**src/rtl/disp_pkg.sv**
```systemverilog
// Shared display types and codes for the display arbiter slice.
// Blank and minus codes match the seven-segment driver's decoder.
package disp_pkg;

   typedef enum logic [1:0] {
      S_ENTRY  = 2'b00,
      S_RESULT = 2'b01,
      S_ERROR  = 2'b10
   } state_t;

   localparam logic [3:0]  DIG_MINUS   = 4'hE;
   localparam logic [3:0]  DIG_BLANK   = 4'hF;
   localparam logic [15:0] ERR_PATTERN = 16'hEEEE;

   // A negative result shows a minus in the most significant digit.
   function automatic logic [15:0] insert_sign(input logic [15:0] mag, input logic neg);
      logic [15:0] v;
      if (neg) begin
         v = {DIG_MINUS, mag[11:0]};
      end else begin
         v = mag;
      end
      return v;
   endfunction

endpackage

```
**src/rtl/display_arbiter_lz_blanker.sv**
```systemverilog
// Leading-zero blanking for a 4-digit BCD word; digit 0 always shown.
// A leading minus is kept and the zeros that follow it are blanked.
module lz_blanker
   import disp_pkg::*;
(
   input  logic [15:0] i_bcd,
   output logic [15:0] o_bcd
);

   logic [15:0] w_out;
   logic        w_leading;

   // Walk from the top digit down, blanking zeros until a significant digit.
   always_comb begin
      w_out     = i_bcd;
      w_leading = 1'b1;
      for (int i = 3; i >= 1; i--) begin
         if (w_leading && (i_bcd[i*4 +: 4] == 4'h0)) begin
            w_out[i*4 +: 4] = DIG_BLANK;
         end else if ((i == 3) && (i_bcd[15:12] == DIG_MINUS)) begin
            w_leading = 1'b1;
         end else begin
            w_leading = 1'b0;
         end
      end
   end

   assign o_bcd = w_out;

endmodule

```
**src/rtl/display_arbiter.sv**
```systemverilog
// Arbitrates the shared BCD display bus between live entry, ALU results and timed errors.
// Optional leading-zero blanking is enabled by defining DISPLAY_LZB_EN.
module display_arbiter
   import disp_pkg::*;
#(
   parameter int HOLD_CYCLES = 100_000_000,
   parameter int TIMER_W     = 27
)
(
   input  logic        clk,
   input  logic        rst,
   input  logic [15:0] entry_bcd,
   input  logic        key_evt,
   input  logic        clr,
   input  logic [15:0] res_bcd,
   input  logic        res_neg,
   input  logic        res_valid,
   output logic        res_ready,
   input  logic        err_pulse,
   output logic [15:0] bcd_out,
   output logic [1:0]  mode
);

   localparam logic [TIMER_W-1:0] TIMER_LOAD = TIMER_W'(HOLD_CYCLES - 1);
   localparam logic [TIMER_W-1:0] TIMER_ZERO = {TIMER_W{1'b0}};
`ifdef DISPLAY_LZB_EN
   localparam logic [15:0] BCD_RST = 16'hFFF0;
`else
   localparam logic [15:0] BCD_RST = 16'h0000;
`endif

   state_t             r_state;
   logic [TIMER_W-1:0] r_timer;
   logic [15:0]        r_res_bcd;
   logic               r_res_neg;
   logic [15:0]        r_bcd_out;

   state_t             w_state_nxt;
   logic [TIMER_W-1:0] w_timer_nxt;
   logic [15:0]        w_res_bcd_nxt;
   logic               w_res_neg_nxt;
   logic [15:0]        w_disp_raw;
   logic [15:0]        w_disp;
   logic               w_accept;
   logic               w_res_bad;

   assign res_ready = (!rst) && (r_state != S_ERROR);
   assign w_accept  = res_valid && res_ready;
   // A minus needs digit 3, so a negative magnitude using it cannot be shown.
   assign w_res_bad = res_neg && (res_bcd[15:12] != 4'h0);

   // Next-state arbitration in priority order: clr, err_pulse, accept, hold timer, key.
   always_comb begin
      w_state_nxt   = r_state;
      w_timer_nxt   = r_timer;
      w_res_bcd_nxt = r_res_bcd;
      w_res_neg_nxt = r_res_neg;
      if (clr) begin
         w_state_nxt   = S_ENTRY;
         w_timer_nxt   = TIMER_ZERO;
         w_res_bcd_nxt = 16'h0000;
         w_res_neg_nxt = 1'b0;
      end else if (err_pulse) begin
         w_state_nxt = S_ERROR;
         w_timer_nxt = TIMER_LOAD;
      end else if (w_accept) begin
         if (w_res_bad) begin
            w_state_nxt = S_ERROR;
            w_timer_nxt = TIMER_LOAD;
         end else begin
            w_state_nxt   = S_RESULT;
            w_res_bcd_nxt = res_bcd;
            w_res_neg_nxt = res_neg;
         end
      end else if (r_state == S_ERROR) begin
         if (r_timer == TIMER_ZERO) begin
            w_state_nxt = S_ENTRY;
         end else begin
            w_timer_nxt = r_timer - {{(TIMER_W-1){1'b0}}, 1'b1};
         end
      end else if (key_evt) begin
         w_state_nxt = S_ENTRY;
      end else begin
         w_state_nxt = r_state;
      end
   end

   // Select the word that the next state will show.
   always_comb begin
      case (w_state_nxt)
         S_ENTRY:  w_disp_raw = entry_bcd;
         S_RESULT: w_disp_raw = insert_sign(w_res_bcd_nxt, w_res_neg_nxt);
         S_ERROR:  w_disp_raw = ERR_PATTERN;
         default:  w_disp_raw = entry_bcd;
      endcase
   end

`ifdef DISPLAY_LZB_EN
   logic [15:0] w_lzb;

   lz_blanker u_lz_blanker (
      .i_bcd (w_disp_raw),
      .o_bcd (w_lzb)
   );

   // The error pattern bypasses blanking.
   always_comb begin
      if (w_state_nxt == S_ERROR) begin
         w_disp = w_disp_raw;
      end else begin
         w_disp = w_lzb;
      end
   end
`else
   assign w_disp = w_disp_raw;
`endif

   // State, hold timer, result latch and output register.
   always_ff @(posedge clk) begin
      if (rst) begin
         r_state   <= S_ENTRY;
         r_timer   <= TIMER_ZERO;
         r_res_bcd <= 16'h0000;
         r_res_neg <= 1'b0;
         r_bcd_out <= BCD_RST;
      end else begin
         r_state   <= w_state_nxt;
         r_timer   <= w_timer_nxt;
         r_res_bcd <= w_res_bcd_nxt;
         r_res_neg <= w_res_neg_nxt;
         r_bcd_out <= w_disp;
      end
   end

   assign bcd_out = r_bcd_out;
   assign mode    = r_state;

endmodule

```
**config.mk**
```make
export PLATFORM = sky130hd
export DESIGN_NAME = display_arbiter
export DESIGN_NICKNAME = d
export VERILOG_FILES = /design/src/rtl/disp_pkg.sv /design/src/rtl/display_arbiter_lz_blanker.sv /design/src/rtl/display_arbiter.sv
export SDC_FILE = /design/constraint.sdc
export NUM_CORES = 1
export LEC_CHECK = 0
export CAP_MARGIN = 20
export CORE_MARGIN = 4
export CORE_UTILIZATION = 46
export DETAILED_ROUTE_END_ITERATION = 16
export PLACE_DENSITY = 0.76
export SYNTH_ARGS = -nofsm -noshare
export SYNTH_HDL_FRONTEND = slang
export SYNTH_SLANG_ARGS = --single-unit
```
**constraint.sdc**
```tcl
create_clock -name clk -period 3 [get_ports clk]
set_input_delay 0.6 -clock clk [delete_from_list [all_inputs] [get_ports clk]]
set_output_delay 0.6 -clock clk [all_outputs]
set_load 0.05 [all_outputs]
```
# Word-level counts from Yosys, hierarchy flattened

Cells that the tools add are included.

Flip-flop bits (word level): 62
Input port bits: 39
Logic and storage cells: 49

Add/sub/neg operators: 1
Eq/ne operators: 8
Muxes and demuxes: 22
Reductions and logical operators: 12

Operators by type and width:

| kind                                                   | number |
|---|---|
| 2-to-1 mux 27 bit                                      | 5 |
| 2-to-1 mux 16 bit                                      | 5 |
| one-hot mux 16 bit (2 select lines)                    | 1 |
| zero test 27 bit                                       | 1 |
| subtractor 27 x 1 -> 27 bit (second input constant)    | 1 |
| 2-to-1 mux 2 bit                                       | 7 |
| AND reduction 3 bit                                    | 2 |
| == test 2 bit (second input constant)                  | 2 |
| 2-to-1 mux 1 bit                                       | 4 |
| inequality test 2 bit (second input constant)          | 2 |
| nonzero test 4 bit                                     | 1 |
| logical AND 1 bit                                      | 3 |
| inequality test 3 x 2 -> 1 bit (second input constant) | 1 |
| inequality test 3 bit (second input constant)          | 1 |
| nonzero test 3 bit                                     | 1 |
| OR reduction 3 bit                                     | 1 |
| == test 2 x 1 -> 1 bit (second input constant)         | 1 |
| inequality test 2 x 1 -> 1 bit (second input constant) | 1 |
| nonzero test 2 bit                                     | 1 |
| OR reduction 2 bit                                     | 1 |
| zero test 1 bit                                        | 1 |

# Longest topological paths before layout

Gate-level depths: netlist of the first run.

Word-level depth: 8
Mapped depth: 13

# Least setup slack after synthesis of the first run

No wires, ideal clock.

Path kind: register to register
Start: reg r_timer[0]
End: reg r_bcd_out[15] (netlist: bcd_out[15])
Setup time: 130 ps
Data arrival time: 3121 ps
Data required time: 2870 ps
Path slack: -251 ps
Stages on the path, launching flop included: 14
Path buffers: 1
Clock period less this slack: 3251 ps
Cell sequence: dfxtp_1 > inv_1 > ha_1 > or3b_2 > or4_1 > o31ai_4 > buf_6 > a31o_2 > nor2_1 > ha_1 > nor2b_1 > and2_1 > a31oi_1 > a31oi_1

Word-level cells in the longest chain between the ends: 8
Elaborated cells between the ends (all ways): 9

RTL lines:

| item                                                    | RTL line               | source |
|---|---|---|
| start: declaration                                      | display_arbiter.sv:33  | `logic [TIMER_W-1:0] r_timer;` |
| start signal: assignment                                | display_arbiter.sv:128 | `r_timer <= w_timer_nxt;` |
| zero test 27 bit (*)                                    | display_arbiter.sv:76  | `if (r_timer == TIMER_ZERO) begin` |
| 2-to-1 mux 2 bit (*)                                    | display_arbiter.sv:76  |  |
| 2-to-1 mux 2 bit (*)                                    | display_arbiter.sv:75  | `end else if (r_state == S_ERROR) begin` |
| 2-to-1 mux 2 bit (*)                                    | display_arbiter.sv:66  | `end else if (w_accept) begin` |
| 2-to-1 mux 2 bit (*)                                    | display_arbiter.sv:63  | `end else if (err_pulse) begin` |
| 2-to-1 mux 2 bit (*)                                    | display_arbiter.sv:58  | `if (clr) begin` |
| net w_state_nxt[1]                                      | display_arbiter.sv:38  | `state_t w_state_nxt;` |
| == test 2 bit or == test 2 x 1 -> 1 bit (tied branches) | display_arbiter.sv:90  | `case (w_state_nxt)` |
| one-hot mux 16 bit (2 select lines) (*)                 | display_arbiter.sv:90  |  |
| end signal: assignment                                  | display_arbiter.sv:131 | `r_bcd_out <= w_disp;` |
| end: declaration                                        | display_arbiter.sv:36  | `logic [15:0] r_bcd_out;` |

Mark *: on every way through the listed nets, which the timed path passes. The rest lies on a longest branch.
A chain may end at the register's enable or synchronous reset.

# Worst setup path in the final report of the first run

Start: reg r_timer[18]
End: reg r_bcd_out[14] (netlist: bcd_out[14])

Word-level cells in the longest chain between the ends: 8
Elaborated cells between the ends (all ways): 9

RTL lines:

| item                                                    | RTL line |
|---|---|
| zero test 27 bit (*)                                    | display_arbiter.sv:76 |
| 2-to-1 mux 2 bit (*)                                    | display_arbiter.sv:76 |
| 2-to-1 mux 2 bit (*)                                    | display_arbiter.sv:75 |
| 2-to-1 mux 2 bit (*)                                    | display_arbiter.sv:66 |
| 2-to-1 mux 2 bit (*)                                    | display_arbiter.sv:63 |
| 2-to-1 mux 2 bit (*)                                    | display_arbiter.sv:58 |
| == test 2 bit or == test 2 x 1 -> 1 bit (tied branches) | display_arbiter.sv:90 |
| one-hot mux 16 bit (2 select lines) (*)                 | display_arbiter.sv:90 |

Every way passes the cells marked *; elsewhere a longest branch is shown, timed or not.

==> run_summary.xml, run 1 <==
<?xml version="1.0" encoding="UTF-8"?>
<metrics>
  <group name="clock_network">
    <metric name="clk_pin_slew_worst_paths" unit="ns">0.08</metric>
    <metric name="cts_tree" unit="">built</metric>
    <metric name="clock_latency" unit="ns">0.34</metric>
    <metric name="cts-hold-fix-buffers" unit="">0</metric>
    <metric name="numCtsBuffers" unit="">9</metric>
    <metric name="clock_tree.buffer_depth" unit="">2</metric>
    <metric name="cts_root_buf" unit="">clkbuf_8</metric>
    <metric name="htree_num_levels" unit="">3</metric>
    <metric name="clock_sinks" unit="">62</metric>
  </group>
  <group name="detailed_routing">
    <metric name="antenna_left" unit="">0</metric>
    <metric name="routed-via-count" unit="">2871</metric>
    <metric name="wirelength" unit="mm">8.160</metric>
    <metric name="drt_iter0_drc" unit="">124</metric>
    <metric name="first_pass_iters" unit="">4</metric>
    <metric name="detail_route.wl_per_cell" unit="µm">16.42</metric>
    <metric name="drc" unit="">0</metric>
    <metric name="drt-vias-per-instance" unit="">5.777</metric>
  </group>
  <group name="critical_path">
    <metric name="worst-path-max-fanout" unit="">7</metric>
    <metric name="cp.arrival" unit="ns">3.16</metric>
    <metric name="critPathLaunchType" unit="">flip-flop</metric>
    <metric name="worst_path_required_time" unit="ns">3.28</metric>
    <metric name="criticalPathCategory" unit="">flip-flop to flip-flop</metric>
    <metric name="setup.worst_path.end_class" unit="">flip-flop</metric>
  </group>
  <group name="floorplan">
    <metric name="floorplan.rows" unit="">28</metric>
    <metric name="initial_utilization" unit="">0.4792</metric>
    <metric name="die_h" unit="µm">86.77</metric>
    <metric name="die_area" unit="µm²">7528</metric>
    <metric name="floorplan.core_area" unit="µm²">5956</metric>
    <metric name="die-width" unit="µm">86.77</metric>
    <metric name="boundaryPins" unit="">58</metric>
  </group>
  <group name="synth">
    <metric name="synth-edff-count" unit="">0</metric>
    <metric name="ys.warnings.count" unit="">0</metric>
    <metric name="synth.most_common_cell" unit="">dfxtp_1</metric>
    <metric name="ys_dominant_reg_cell" unit="">dfxtp_1</metric>
    <metric name="post_synth.cell_area_avg" unit="µm²">8.863</metric>
    <metric name="synth_seq_cells" unit="">62</metric>
    <metric name="netlist_instances" unit="">322</metric>
    <metric name="synth_top_area_cell" unit="">dfxtp_1</metric>
    <metric name="synth_top_cells_by_count" unit="">dfxtp_1, nand2_1, nor2_1</metric>
    <metric name="combined_area_of_all_synthesized_cells" unit="µm²">2854</metric>
    <metric name="yosysUniqueCellTypes" unit="">45</metric>
    <metric name="main_area_contributors_after_synthesis" unit="">dfxtp_1, mux2i_1, a31oi_1</metric>
    <metric name="synth_async_sr_flop_share" unit="">0</metric>
    <metric name="yosys.area.top_type_share" unit="">0.4349</metric>
    <metric name="synth_fp_nets" unit="">364</metric>
    <metric name="seq_area_frac_synth" unit="">0.4349</metric>
  </group>
  <group name="place">
    <metric name="gp_congestion" unit="">0.8476</metric>
    <metric name="place_area" unit="µm²">3795</metric>
    <metric name="port-buffer-count" unit="">57</metric>
    <metric name="dpl.cell_count" unit="">479</metric>
    <metric name="place_hpwl" unit="mm">5.833</metric>
  </group>
  <group name="power">
    <metric name="combinationalPowerShare" unit="">0.225</metric>
    <metric name="switching_power" unit="µW">615.7</metric>
    <metric name="cell_internal_pwr" unit="mW">1.365</metric>
    <metric name="p_per_area" unit="nW/µm²">490.7</metric>
    <metric name="seq_power_share" unit="">0.444</metric>
    <metric name="worst_ir_drop_vdd" unit="mV">0.3203</metric>
    <metric name="power.share.switching" unit="">0.3109</metric>
    <metric name="power_frac_clock" unit="">0.332</metric>
    <metric name="leakage" unit="nW">1.484</metric>
  </group>
  <group name="timing">
    <metric name="period_share" unit="">0.9627</metric>
    <metric name="hold_ws" unit="ns">0.4683</metric>
    <metric name="setup_repair_after_global_routing_missed_its_margin" unit="">no</metric>
    <metric name="fin_crit" unit="ns">2.888</metric>
    <metric name="pins_over_their_slew_limit" unit="">0</metric>
    <metric name="worst-slew-pin-transition" unit="ns">0.5746</metric>
    <metric name="fmax" unit="MHz">346.2</metric>
    <metric name="final-setup-viol-count" unit="">0</metric>
    <metric name="finalHoldViolations" unit="">0</metric>
    <metric name="skew" unit="ns">0.009216</metric>
    <metric name="slew-limit-headroom" unit="">0.6155</metric>
  </group>
  <group name="final_layout">
    <metric name="final_nets" unit="">459</metric>
    <metric name="final_area" unit="µm²">4036</metric>
    <metric name="antenna_cells_inserted" unit="">0</metric>
    <metric name="synth_to_layout_area_growth" unit="%">41.43</metric>
    <metric name="instances_no_fill" unit="">497</metric>
    <metric name="drive_above_1_share" unit="">0.2133</metric>
    <metric name="final.fill_count" unit="">487</metric>
  </group>
  <group name="global_route">
    <metric name="grt_antenna_before_repair" unit="">0</metric>
    <metric name="grt_start_max_net_pins" unit="">32</metric>
    <metric name="gr-total-overflow" unit="">0</metric>
    <metric name="grt_first_pass_wirelength" unit="mm">13.03</metric>
    <metric name="global_route.peak_usage_layer" unit="">met2</metric>
    <metric name="gr-usage-met2" unit="">0.3637</metric>
    <metric name="groute.usage.overall" unit="">0.2222</metric>
    <metric name="vias_in_the_first_global_route" unit="">2785</metric>
    <metric name="grt_met3_use" unit="">0.03992</metric>
    <metric name="grtUsageMet1" unit="">0.2851</metric>
  </group>
  <group name="status">
    <metric name="status" unit="">completed</metric>
  </group>
  <group name="flow_run">
    <metric name="timing.max_cap.violations" unit="">0</metric>
  </group>
  <group name="min_path">
    <metric name="hold_path_class" unit="">flip-flop to flip-flop</metric>
  </group>
</metrics>
## area by class of cell
cell class | count | area [µm²] | share of cell area
Clock buffer | 10 | 127.6 | 0.03162
Clock inverter | 6 | 48.80 | 0.01209
Inverter | 9 | 33.78 | 0.008370
Multi-Input combinational cell | 233 | 1563 | 0.3872
Sequential cell | 62 | 1247 | 0.3091
Tap cell | 75 | 93.84 | 0.02325
Timing Repair Buffer | 102 | 922.1 | 0.2285
## worst paths after layout
check	start	to	slack, ns	cells after the start
worst max-delay path	r_timer[18]	bcd_out[14]	0.11	11
worst max register to register	r_timer[18]	bcd_out[14]	0.11	11
worst min register to register	r_res_bcd[13]	r_res_bcd[13]	0.47	2
worst min-delay path	r_res_bcd[13]	r_res_bcd[13]	0.47	2
## registers in the layout, summed over array words and instances, names as in the netlist
signal,flops
bcd_out,16
mode,2
r_res_bcd,16
r_res_neg,1
r_timer,27
## repair_timing
action	CTS	global route
pin swaps	2	1
buffers inserted	0	2
endpoints found under the setup margin	11	16
gates resized for setup	3	12
## through the flow
| step | power, mW | utilization | TNS, ns | setup WS, ns |
|---|---|---|---|---|
| after floorplan | 1.140 | - | -0.06135 | -0.02469 |
| after global placement | 1.316 | 0.6372 | -0.2301 | -0.05570 |
| after detailed placement | 1.324 | 0.6372 | -1.312 | -0.1252 |
| after CTS | 1.980 | 0.6672 | 0 | 0.02550 |
| after global routing | 2.066 | 0.6777 | 0 | 0.01352 |
| final | 1.981 | 0.6777 | 0 | 0.1118 |
## power groups by stage
stage               Clock (mW)  Sequential, mW  Combinational (mW)
floorplan                    0           0.959               0.181
global placement             0           0.895               0.421
detailed placement           0           0.896               0.428
CTS                      0.670           0.878               0.432
global route             0.705           0.882               0.479
finish                   0.657           0.879               0.445
## cells by family after synthesis
group / count (synthesis) / synth area share
AND/OR/NAND/NOR: 119 / 0.2210
AO/OA/AOI/OAI: 94 / 0.2258
flip-flops: 62 / 0.4349
buffers and inverters: 27 / 0.04603
multiplexers: 16 / 0.05611
adder cells (fa/ha/maj): 3 / 0.01315
XOR/XNOR: 1 / 0.003069
## routing by layer
metal	vias to the layer above	routed length [µm]	share of wire
met4	0	204	0.025
li1	1420	-	-
met1	1338	3517	0.43
met3	20	475	0.058
met2	93	3962	0.49
met5	-	0	0
## worst max-delay path, cell delays in order (launching register included)
cell	delay, ns
dfxtp_2	0.33
or4_4	0.58
or4_4	0.50
o31ai_4	0.27
a31o_4	0.18
buf_4	0.10
nand2b_4	0.10
ha_2	0.15
nor2b_4	0.15
and2_4	0.17
o221ai_1	0.12
a31oi_1	0.18
## cells in the final DEF (no fill, tap or decap), types with 4 or more instances in the layout
cell type	synthesis	final
o41ai_1	4	4
mux2i_1	16	16
nand3_1	5	5
or3_1	19	19
o22ai_1	10	9
a31oi_1	19	18
dfxtp_1	62	57
nor3_1	5	4
nand2_1	28	28
or4_1	13	11
inv_1	9	7
a21oi_1	17	17
nor4_1	6	6
clkdlybuf4s50_1	0	56
o21ai_1	3	6
nor2_1	24	24
o21ai_0	13	10
o31ai_1	7	7
buf_4	0	44
or4_4	2	4
dfxtp_2	0	5
clkbuf_8	0	9
No activity file was read; power rests on OpenSTA's default activity.
==> run 2, diff against run 1 <==
Settings changed: CORE_UTILIZATION 46 to 55, PLACE_DENSITY 0.76 to 0.85, SLEW_MARGIN from default to 20.
Clock period 3 ns to 3.7 ns, I/O delays scaled along.
==> run_summary.xml, run 2 (same netlist as run 1, synthesis figures left out) <==
<?xml version="1.0" encoding="UTF-8"?>
<metrics>
  <group name="final_layout">
    <metric name="max_ffs_per_register" unit="">27</metric>
    <metric name="antenna_cells_inserted" unit="">0</metric>
    <metric name="drive_above_1_share" unit="">0.09512</metric>
    <metric name="synth_to_layout_area_growth" unit="%">29.86</metric>
    <metric name="instances_no_fill" unit="">456</metric>
    <metric name="layout_common_cells" unit="">dfxtp_1, clkdlybuf4s50_1, nand2_1, nor2_1</metric>
    <metric name="final_nets" unit="">426</metric>
    <metric name="final.fill_count" unit="">356</metric>
    <metric name="register_bank_with_the_most_flops" unit="">r_timer</metric>
    <metric name="footprint_of_the_multi_input_gates" unit="µm²">1486</metric>
    <metric name="register_area" unit="µm²">1241</metric>
    <metric name="final_common_cell" unit="">dfxtp_1</metric>
    <metric name="final_area" unit="µm²">3706</metric>
  </group>
  <group name="clock_network">
    <metric name="clock_sinks" unit="">62</metric>
    <metric name="clock_latency" unit="ns">0.34</metric>
    <metric name="cts_root_buf" unit="">clkbuf_8</metric>
    <metric name="postCtsSetupRepairBufs" unit="">0</metric>
    <metric name="cts_tree" unit="">built</metric>
    <metric name="ctsResizeCount" unit="">0</metric>
    <metric name="clk_pin_slew_worst_paths" unit="ns">0.07</metric>
    <metric name="clock_tree.buffer_depth" unit="">2</metric>
    <metric name="htree_num_levels" unit="">3</metric>
    <metric name="numCtsBuffers" unit="">9</metric>
    <metric name="cts-hold-fix-buffers" unit="">0</metric>
  </group>
  <group name="detailed_routing">
    <metric name="drt-vias-per-instance" unit="">6.175</metric>
    <metric name="drc" unit="">0</metric>
    <metric name="antenna_left" unit="">0</metric>
    <metric name="detail_route.wl_per_cell" unit="µm">16.72</metric>
    <metric name="routed-via-count" unit="">2816</metric>
    <metric name="first_pass_iters" unit="">5</metric>
    <metric name="drt_iter0_drc" unit="">271</metric>
    <metric name="wirelength" unit="mm">7.625</metric>
  </group>
  <group name="timing">
    <metric name="setup_repair_after_global_routing_missed_its_margin" unit="">no</metric>
    <metric name="final-setup-viol-count" unit="">0</metric>
    <metric name="slew-limit-headroom" unit="">0.6165</metric>
    <metric name="fmax" unit="MHz">291.7</metric>
    <metric name="period_share" unit="">0.9267</metric>
    <metric name="skew" unit="ns">0.009678</metric>
    <metric name="fin_crit" unit="ns">3.429</metric>
    <metric name="pins_over_their_slew_limit" unit="">0</metric>
    <metric name="finalHoldViolations" unit="">0</metric>
    <metric name="worst-slew-pin-transition" unit="ns">0.5709</metric>
    <metric name="final.setup.tns" unit="ns">0</metric>
  </group>
  <group name="critical_path">
    <metric name="worst-path-max-fanout" unit="">12</metric>
    <metric name="critPathLaunchType" unit="">flip-flop</metric>
    <metric name="worst_path_required_time" unit="ns">3.96</metric>
    <metric name="setup.worst_path.end_class" unit="">flip-flop</metric>
    <metric name="cp.arrival" unit="ns">3.68</metric>
    <metric name="criticalPathCategory" unit="">flip-flop to flip-flop</metric>
  </group>
  <group name="power">
    <metric name="leakage" unit="nW">1.309</metric>
    <metric name="p_per_area" unit="nW/µm²">438.9</metric>
    <metric name="worst_ir_drop_vdd" unit="mV">0.3587</metric>
  </group>
  <group name="global_route">
    <metric name="groute.usage.overall" unit="">0.2530</metric>
    <metric name="grt_start_max_net_pins" unit="">32</metric>
    <metric name="vias_in_the_first_global_route" unit="">2711</metric>
    <metric name="gr-total-overflow" unit="">0</metric>
    <metric name="grt_antenna_before_repair" unit="">0</metric>
    <metric name="grt_first_pass_wirelength" unit="mm">12.70</metric>
  </group>
  <group name="floorplan">
    <metric name="floorplan.rows" unit="">25</metric>
    <metric name="floorplan.core_area" unit="µm²">4880</metric>
    <metric name="die_area" unit="µm²">6406</metric>
    <metric name="die_h" unit="µm">80.04</metric>
    <metric name="initial_utilization" unit="">0.5849</metric>
    <metric name="boundaryPins" unit="">58</metric>
    <metric name="die-width" unit="µm">80.04</metric>
  </group>
  <group name="flow_run">
    <metric name="timing.max_cap.violations" unit="">0</metric>
  </group>
  <group name="place">
    <metric name="place_hpwl" unit="mm">5.325</metric>
    <metric name="place_area" unit="µm²">3506</metric>
    <metric name="port-buffer-count" unit="">57</metric>
    <metric name="gp_congestion" unit="">0.8344</metric>
    <metric name="dpl.cell_count" unit="">440</metric>
  </group>
  <group name="status">
    <metric name="status" unit="">completed</metric>
  </group>
  <group name="min_path">
    <metric name="hold_path_class" unit="">flip-flop to flip-flop</metric>
  </group>
</metrics>
## run 2: cell count changes in the layout (fill, tap and decap cells not counted), sizes merged
cell,delta
bufinv,+1
clkinvlp,-1
clkinv,-1
clkdlybuf4s50,+1
clkbuf,+1
buf,-34
## run 2: area by class of cell
cell class	count	share of cell area
multi-input cells	233	0.4011
flip-flops and latches	62	0.3349
repair buffers	69	0.1783
clock buffers	11	0.03815
well taps	67	0.02262
clock inverters	5	0.01587
inverters	9	0.009115
## run 2: power breakdown
| part | internal (mW) | switching (mW) |
|---|---|---|
| clock network | 0.329 | 0.273 |
| registers | 0.696 | 0.0203 |
| logic | 0.127 | 0.181 |
| total | 1.15 | 0.474 |
## run 2: through the flow
step | hold slack [ns] | util | setup WS, ns | total power, mW
floorplan | 0.4364 | - | 0.4487 | 0.9177
global placement | 0.4499 | 0.7185 | 0.4603 | 1.025
detailed placement | 0.4525 | 0.7185 | 0.3367 | 1.034
CTS | 0.4636 | 0.7595 | 0.3264 | 1.625
global route | 0.4865 | 0.7595 | 0.05867 | 1.687
finish | 0.4741 | 0.7595 | 0.2713 | 1.627
## run 2: per-layer routing
metal | vias to the layer above | share of wire | GRT usage
li1 | 1351 | - | -
met1 | 1328 | 0.43 | 0.3252
met2 | 120 | 0.47 | 0.3957
met3 | 17 | 0.077 | 0.08465
met4 | 0 | 0.020 | 0.08615
met5 | - | 0 | 0
## run 2: worst paths after layout
path | from | end | slack (ns) | cells after the start
worst max-delay path | r_timer[0] | bcd_out[11] | 0.27 | 11
worst max register to register | r_timer[0] | bcd_out[11] | 0.27 | 11
worst min register to register | r_res_bcd[13] | r_res_bcd[13] | 0.47 | 2
worst min-delay path | r_res_bcd[13] | r_res_bcd[13] | 0.47 | 2
## run 2: critical path, cell delays in order (launching register included)
cell and delay (ns):
dfxtp_1 0.35, inv_1 0.08, ha_1 0.16, or3b_2 0.53, or4_1 0.64, o31ai_4 0.23, a31o_2 0.20, nor2_1 0.05
ha_1 0.30, nor2b_1 0.20, nand2_1 0.30, o22ai_1 0.29
==> run 3, diff against run 2 <==
Settings changed: CORE_ASPECT_RATIO from default to 0.9.
==> run_summary.xml, run 3 (same netlist as run 1, synthesis figures left out) <==
<?xml version="1.0" encoding="UTF-8"?>
<metrics>
  <group name="critical_path">
    <metric name="cp.arrival" unit="ns">3.72</metric>
    <metric name="setup.worst_path.end_class" unit="">flip-flop</metric>
    <metric name="critical_path.cell_chain" unit="">inv_1 -&gt; ha_1 -&gt; or3b_2 -&gt; or4_1 -&gt; o31ai_4 -&gt; a31o_2 -&gt; nor2_1 -&gt; ha_1 -&gt; buf_4 -&gt; nor2b_1 -&gt; buf_4 -&gt; a21oi_1 -&gt; o22ai_1</metric>
    <metric name="timing.critical_path.slowest_stage_cell" unit="">or4_1</metric>
    <metric name="worst_path_required_time" unit="ns">3.98</metric>
    <metric name="worst-path-max-fanout" unit="">14</metric>
    <metric name="critPathLaunchType" unit="">flip-flop</metric>
    <metric name="worst_path_largest_cell_delay" unit="ns">0.64</metric>
    <metric name="criticalPathCategory" unit="">flip-flop to flip-flop</metric>
  </group>
  <group name="detailed_routing">
    <metric name="detail_route.wl_per_cell" unit="µm">17.13</metric>
    <metric name="drt_iter0_drc" unit="">191</metric>
    <metric name="drt-vias-per-instance" unit="">6.130</metric>
    <metric name="first_pass_iters" unit="">4</metric>
    <metric name="drc" unit="">0</metric>
    <metric name="antenna_left" unit="">0</metric>
    <metric name="wirelength" unit="mm">7.779</metric>
    <metric name="routed-via-count" unit="">2783</metric>
  </group>
  <group name="final_layout">
    <metric name="drive_above_1_share" unit="">0.09512</metric>
    <metric name="layout_common_cells" unit="">dfxtp_1, clkdlybuf4s50_1, nand2_1, nor2_1</metric>
    <metric name="final_area" unit="µm²">3751</metric>
    <metric name="footprint_of_the_multi_input_gates" unit="µm²">1486</metric>
    <metric name="register_bank_with_the_most_flops" unit="">r_timer</metric>
    <metric name="max_ffs_per_register" unit="">27</metric>
    <metric name="final_common_cell" unit="">dfxtp_1</metric>
    <metric name="final_util" unit="">0.7617</metric>
    <metric name="synth_to_layout_area_growth" unit="%">31.43</metric>
    <metric name="final_nets" unit="">426</metric>
    <metric name="register_area" unit="µm²">1241</metric>
    <metric name="final.fill_count" unit="">357</metric>
    <metric name="antenna_cells_inserted" unit="">0</metric>
  </group>
  <group name="timing">
    <metric name="worst-slew-pin-transition" unit="ns">0.5864</metric>
    <metric name="fin_crit" unit="ns">3.435</metric>
    <metric name="postLayoutSetupSlackWorst" unit="ns">0.2653</metric>
    <metric name="pins_over_their_slew_limit" unit="">0</metric>
    <metric name="final.setup.tns" unit="ns">0</metric>
    <metric name="hold_ws" unit="ns">0.4652</metric>
    <metric name="finalHoldViolations" unit="">0</metric>
    <metric name="skew" unit="ns">0.01131</metric>
    <metric name="period_share" unit="">0.9283</metric>
    <metric name="fmax" unit="MHz">291.2</metric>
    <metric name="final-setup-viol-count" unit="">0</metric>
    <metric name="setup_repair_after_global_routing_missed_its_margin" unit="">no</metric>
    <metric name="slew-limit-headroom" unit="">0.6076</metric>
  </group>
  <group name="floorplan">
    <metric name="die_area" unit="µm²">6407</metric>
    <metric name="die-width" unit="µm">83.93</metric>
    <metric name="boundaryPins" unit="">58</metric>
    <metric name="initial_utilization" unit="">0.5795</metric>
    <metric name="die_h" unit="µm">76.34</metric>
    <metric name="floorplan.core_area" unit="µm²">4925</metric>
    <metric name="floorplan.rows" unit="">24</metric>
  </group>
  <group name="clock_network">
    <metric name="ctsResizeCount" unit="">0</metric>
    <metric name="cts_root_buf" unit="">clkbuf_8</metric>
    <metric name="numCtsBuffers" unit="">9</metric>
    <metric name="htree_num_levels" unit="">3</metric>
    <metric name="clock_tree.buffer_depth" unit="">2</metric>
    <metric name="cts_tree" unit="">built</metric>
    <metric name="clock_sinks" unit="">62</metric>
    <metric name="postCtsSetupRepairBufs" unit="">0</metric>
    <metric name="clock_latency" unit="ns">0.35</metric>
    <metric name="clk_pin_slew_worst_paths" unit="ns">0.08</metric>
    <metric name="cts-hold-fix-buffers" unit="">0</metric>
  </group>
  <group name="global_route">
    <metric name="groute.usage.overall" unit="">0.2512</metric>
    <metric name="grt_first_pass_wirelength" unit="mm">12.89</metric>
    <metric name="gr-total-overflow" unit="">0</metric>
    <metric name="vias_in_the_first_global_route" unit="">2662</metric>
    <metric name="grt_antenna_before_repair" unit="">0</metric>
    <metric name="grt_start_max_net_pins" unit="">32</metric>
  </group>
  <group name="place">
    <metric name="gp_congestion" unit="">0.8530</metric>
    <metric name="post_place_setup_slack" unit="ns">0.2848</metric>
    <metric name="port-buffer-count" unit="">57</metric>
    <metric name="place_area" unit="µm²">3503</metric>
    <metric name="place_hpwl" unit="mm">5.453</metric>
  </group>
  <group name="power">
    <metric name="worst_ir_drop_vdd" unit="mV">0.4565</metric>
    <metric name="leakage" unit="nW">1.333</metric>
    <metric name="p_per_area" unit="nW/µm²">472.8</metric>
  </group>
  <group name="status">
    <metric name="status" unit="">completed</metric>
  </group>
  <group name="flow_run">
    <metric name="timing.max_cap.violations" unit="">0</metric>
  </group>
  <group name="min_path">
    <metric name="hold_path_class" unit="">flip-flop to flip-flop</metric>
  </group>
</metrics>
## run 3: cell type report
| cell class | instances | area share |
|---|---|---|
| well taps | 65 | 0.02168 |
| clock inverters | 5 | 0.02835 |
| flip-flops and latches | 62 | 0.3309 |
| inverters | 9 | 0.009006 |
| repair buffers | 69 | 0.1761 |
| clock buffers | 11 | 0.03769 |
| multi-input cells | 233 | 0.3963 |
## run 3: worst paths after layout
check	startpoint	endpoint	slack, ns	cells past startpoint
worst max-delay path	r_timer[0]	bcd_out[6]	0.27	13
worst min-delay path	r_res_bcd[14]	r_res_bcd[14]	0.47	2
worst max register to register	r_timer[0]	bcd_out[6]	0.27	13
worst min register to register	r_res_bcd[14]	r_res_bcd[14]	0.47	2
## run 3: layer usage
layer  vias to the layer above  routed length, µm  share of wire  track usage
met5                         -                  0              0            0
met4                         0                182          0.023      0.09003
met3                        18                385          0.049      0.07892
met2                        67               3770           0.48       0.4102
met1                      1342               3441           0.44       0.3115
li1                       1356                  -              -            -
## run 3: critical path, delay by kind of cell, from the launching register on
kind,cells,cell delay (ns)
AND/OR/NAND/NOR,4,1.42
AO/OA/AOI/OAI,4,0.62
flip-flops,1,0.35
adder cells (fa/ha/maj),2,0.47
buffers and inverters,3,0.49
## run 3: per-stage QoR
stage	cells	total power [mW]
3_5_place_dp	438	1.033
5_1_grt	454	1.842
3_3_place_gp	438	1.024
4_1_cts	454	1.776
2_1_floorplan	322	0.9177
6_report	454	1.774
## run 3: power by group
part	total (mW)	leakage [nW]	internal [mW]	switching, mW
clock network	0.750	0.120	0.467	0.283
logic	0.308	0.706	0.127	0.181
registers	0.716	0.507	0.696	0.0197
total	1.77	1.33	1.29	0.483
